===== config.mk =====
export PLATFORM = sky130hd
export DESIGN_NAME = sa_div
export DESIGN_NICKNAME = d
export VERILOG_FILES = /design/src/rtl/sa_div.sv
export SDC_FILE = /design/constraint.sdc
export NUM_CORES = 1
export LEC_CHECK = 0
export CORE_ASPECT_RATIO = 0.9
export CORE_MARGIN = 2
export CORE_UTILIZATION = 52
export DETAILED_ROUTE_END_ITERATION = 12
export PLACE_DENSITY = 0.81
export SYNTH_ARGS = -nofsm -noshare
export SYNTH_HDL_FRONTEND = slang
export SYNTH_SLANG_ARGS = --single-unit

===== constraint.sdc =====
create_clock -name clk -period 7.25 [get_ports clk]
set_clock_uncertainty 0.15 [all_clocks]
set_input_delay 2.175 -clock clk [delete_from_list [all_inputs] [get_ports clk]]
set_output_delay 2.175 -clock clk [all_outputs]
set_load 0.02 [all_outputs]

===== src/rtl/sa_div.sv =====
// rtl/sa_div.sv - sequential signed divider, sign-magnitude restoring shift-subtract
module sa_div #(
    parameter int WIDTH = 32
) (
    input  logic             clk,
    input  logic             rst,
    input  logic             start,
    input  logic [WIDTH-1:0] a,
    input  logic [WIDTH-1:0] b,
    output logic             ready,
    output logic             done,
    output logic [WIDTH-1:0] quotient,
    output logic [WIDTH-1:0] remainder,
    output logic             div_by_zero
);

    localparam logic [1:0] IDLE = 2'd0;
    localparam logic [1:0] CALC = 2'd1;
    localparam logic [1:0] SIGN = 2'd2;

    localparam int CW = $clog2(WIDTH) + 1;

    logic [1:0]       state;
    logic             sa;
    logic             sb;
    logic             zflag;
    logic             zhold;
    logic [WIDTH-1:0] m;
    logic [WIDTH-1:0] q;
    // Partial remainder; its top bit is always zero between iterations, so only
    // the low WIDTH bits are kept and the extra bit lives in the shifted operand.
    logic [WIDTH-1:0] r;
    logic [CW-1:0]    count;

    logic [WIDTH-1:0] mag_a;
    logic [WIDTH-1:0] mag_b;
    logic [WIDTH:0]   shifted;
    logic [WIDTH:0]   diff;
    logic             fits;

    // Operand magnitudes and one restoring step of the shift-subtract loop.
    always_comb begin
        mag_a   = a[WIDTH-1] ? (~a + 1'b1) : a;
        mag_b   = b[WIDTH-1] ? (~b + 1'b1) : b;
        shifted = {r, q[WIDTH-1]};
        diff    = shifted - {1'b0, m};
        fits    = (shifted >= {1'b0, m});
    end

    // A start arriving in the done cycle is deliberately refused.
    assign ready = (state == IDLE) && !done;

    // Control FSM, datapath registers and result registers.
    always_ff @(posedge clk or posedge rst) begin
        if (rst) begin
            state       <= IDLE;
            sa          <= 1'b0;
            sb          <= 1'b0;
            zflag       <= 1'b0;
            zhold       <= 1'b0;
            m           <= '0;
            q           <= '0;
            r           <= '0;
            count       <= '0;
            done        <= 1'b0;
            quotient    <= '0;
            remainder   <= '0;
            div_by_zero <= 1'b0;
        end else begin
            done <= 1'b0;
            case (state)
                IDLE: begin
                    if (start && ready) begin
                        sa          <= a[WIDTH-1];
                        sb          <= b[WIDTH-1];
                        m           <= mag_b;
                        q           <= mag_a;
                        r           <= '0;
                        count       <= '0;
                        zflag       <= (b == '0);
                        zhold       <= 1'b0;
                        div_by_zero <= 1'b0;
                        state       <= (b == '0) ? SIGN : CALC;
                    end
                end
                CALC: begin
                    r     <= fits ? diff[WIDTH-1:0] : shifted[WIDTH-1:0];
                    q     <= {q[WIDTH-2:0], fits};
                    count <= count + 1'b1;
                    if (count == CW'(WIDTH - 1)) begin
                        state <= SIGN;
                    end
                end
                SIGN: begin
                    // Divide-by-zero results are published one edge later so
                    // that case has a fixed two-cycle latency.
                    if (zflag && !zhold) begin
                        zhold <= 1'b1;
                    end else begin
                        if (zflag) begin
                            // q still holds |a|, so re-signing it restores a.
                            quotient  <= '1;
                            remainder <= sa ? (~q + 1'b1) : q;
                        end else begin
                            quotient  <= (sa ^ sb) ? (~q + 1'b1) : q;
                            remainder <= sa ? (~r + 1'b1) : r;
                        end
                        div_by_zero <= zflag;
                        done        <= 1'b1;
                        state       <= IDLE;
                    end
                end
                default: state <= IDLE;
            endcase
        end
    end

endmodule


==> flow_metrics.tcl <==
set metrics [dict create \
    seq_area_frac_synth 0.364 \
    place.gp.congestion 0.914 \
    syn-instance-count 1424 \
    fin_setup_tns_ps 0 \
    critPathLaunch "a[4]" \
    synth-seq-cells 174 \
    power_density_nw_per_um2 498 \
    grt_pass1_wl_um 53900 \
    synth_most_common_cell "nand2_1" \
    hp-class "reg -> reg" \
    postRouteAntennaNets 0 \
    min_period_ps 5040 \
    synthesis.area_um2 12000 \
    fmax_ghz 0.198 \
    cp-start-kind "primary input" \
    cap_violations 0 \
    synth.avg_cell_area_um2 8.39 \
    synthFlopType "dfrtp_1" \
    vdd_drop_max_v 0.000265 \
    fp.dieW_um 164 \
    leakagePower_nw 5.95 \
    routed_wl_um 33100 \
    seqCellArea_um2 4360 \
    grt.total_usage 0.278 \
    synth_cell_types 69 \
    crit_end "q[29]" \
    synth_common_cells "nand2_1 (183), dfrtp_1 (174), o21ai_0 (165)" \
    synth-compound-area-share 0.229 \
    p_int_mw 3.65 \
    setup_viol 0 \
    firstDrtPassIters 5 \
    ios 134 \
    ctsResizeCount 0 \
    fin_area_um2 14000 \
    cts_hold_buffers 0 \
    wl_per_cell_um 18.4 \
    crit_fanout 5 \
    synthTopCellsByArea "dfrtp_1 (36%), xor2_1 (8.8%), o21ai_0 (6.9%)" \
    ys_warn_count 0 \
    drv_slew 0 \
    gr-total-overflow 0 \
    drive_gt1_frac 0.0519 \
    cts_made_buffers 17 \
    cts-root-buf "clkbuf_16" \
    relSlewSlack 0.212 \
    nets 1595 \
    drcViolationCount 0 \
    die_area_um2 24200 \
    timing.rr.start "q[31]" \
    rr_endpoint "r[10]" \
    r2r_slack_ps 3270 \
    synth_edf_count 0 \
    crit_required_ps 7400 \
    synth_top_area_share 0.364 \
    synth_top_area_cell "dfrtp_1" \
    cts_tree "done" \
    path_clk_slew_ps 80 \
    synth_top_family_by_area "compound AO/OA/AOI/OAI gates" \
    switching_share 0.476 \
    antenna_found_initial 0 \
    grt_pass1_vias 10700 \
    reg2reg_depth 10 \
    power_frac_comb 0.582 \
    synthAdderAreaFrac 0.0404 \
    drt_iter0_drc 799 \
    mappedNetlistNets 1529 \
    worst-setup-path-type "in -> reg" \
    min_period_over_period 0.695 \
    tightest_slew_ps 1170 \
    async_flop_share 1.00 \
    status "finished, final reports clean" \
    diodes 0 \
    synth-xor-area-share 0.125 \
    post_cts_buffers 0 \
    core_area_um2 22500 \
    pwr-share-seq 0.284 \
    nFillCells 1966 \
    cts_max_path_buffers 2 \
    dp.cells 1768 \
    syn_to_final_growth_pct 17.1 \
    synthMuxAreaShare 0.0242 \
    insertion_delay_ps 450 \
    clock-sinks 174 \
    instances_no_fill 1800 \
    avgViaCountPerCell 6.09 \
    power.switching_mw 3.32 \
    cp-end-kind "register" \
    yosys.area_share.simple 0.169 \
    arrival_ps 5190 \
    placed_area_um2 13400 \
    grt_max_degree 120 \
    die_h_um 148 \
    rsz0062_at_grt "no" \
    portBuffers 133 \
    rows 52 \
    vias 11000 \
    hold_viol 0 \
    initial_core_util 0.531 \
    multi_input_area_um2 7070 \
    place_hpwl_um 23300 \
    clkPwrFrac 0.134 \
    htreeDepth 4 \
]
[cells by family (layout without fill, tap and decap cells)]
kind of cell    count (synthesis)  count (layout)
mux                            27              27
buf+inv                       151             230
simple gates                  418             418
xor+xnor                      171             171
compound gates                445             445
flops                         174             174
fa+ha+maj                      38              38
[sequential cells by signal, summed over array words and instances (netlist names)]
register and flops:
state 2, remainder 32, quotient 32, sa 1
sb 1, q 32, div_by_zero 1, done 1
r 32, zflag 1, zhold 1, count 6
m 32
[layout make-up]
type	count	area share
clock buffer	18	0.0307
inverter	53	0.0146
tap	297	0.0265
multi-input combinational	1099	0.505
timing repair buffer	145	0.102
clock inverter	14	0.0108
sequential	174	0.311
[power by group through the flow]
stage	clock network, mW	registers (mW)	logic, mW
2_1_floorplan	0	1.79	3.07
3_3_place_gp	0	1.96	3.90
3_5_place_dp	0	1.97	3.99
4_1_cts	0.936	1.96	4.03
5_1_grt	0.975	2.04	4.49
6_report	0.932	1.98	4.06
[worst max-delay path: stages]
cell and delay (ps):
clkdlybuf4s50_1 470, nor4_2 390, nand3_1 220, or4_4 570, or4_4 540, or2_1 290, o41ai_2 250, xor2_1 200
o21ai_1 70
[per-stage QoR]
stage | worst slack, ps | util | hold slack (ps) | total power, mW
2_1_floorplan | 208 | - | 300 | 4.86
3_3_place_gp | 1890 | 0.596 | 311 | 5.85
3_5_place_dp | 1760 | 0.596 | 317 | 5.96
4_1_cts | 2220 | 0.622 | 336 | 6.92
5_1_grt | 2110 | 0.622 | 353 | 7.51
6_report | 2210 | 0.622 | 329 | 6.97
[worst min-delay path by stage]
| stage | slack (ps) | startpoint | endpoint | cells past startpoint |
|---|---|---|---|---|
| 2_1_floorplan | 300 | m[10] | m[10] | 2 |
| 6_report | 330 | m[6] | m[6] | 2 |
| 3_3_place_gp | 310 | remainder[13] | remainder[13] | 2 |
| 3_5_place_dp | 320 | remainder[27] | remainder[27] | 2 |
| 4_1_cts | 340 | m[6] | m[6] | 2 |
| 5_1_grt | 350 | m[16] | m[16] | 2 |
[layout by cell type, fill, tap and decap left out, drive strengths merged, types with 4 or more instances in the layout]
cell type / n
o41ai: 9
inv: 60
nor2b: 9
ha: 37
xor2: 120
o211ai: 8
or3: 25
xnor2: 51
or4: 16
nand2b: 12
nor3: 17
nand3: 36
clkbuf: 18
or2: 7
a21o: 22
mux2i: 21
a21boi: 4
o21bai: 7
and2: 5
a22oi: 27
a221o: 4
mux2: 5
and3: 10
a21oi: 94
clkdlybuf4s50: 133
nand4: 14
nand2: 183
a22o: 4
o221ai: 5
a211oi: 4
o22ai: 6
o21a: 4
nor2: 64
a31oi: 10
o21ai: 170
buf: 12
clkinvlp: 4
dfrtp: 174
o31ai: 49
nor4: 8
[layer usage]
| metal | GRT usage | up-vias | wire length [um] |
|---|---|---|---|
| met5 | 0 | - | 0 |
| met2 | 0.456 | 395 | 16000 |
| li1 | - | 5193 | - |
| met1 | 0.372 | 5294 | 14300 |
| met4 | 0.102 | 0 | 1000 |
| met3 | 0.0438 | 80 | 1770 |
Note: power is estimated with default switching activity, not from simulation.
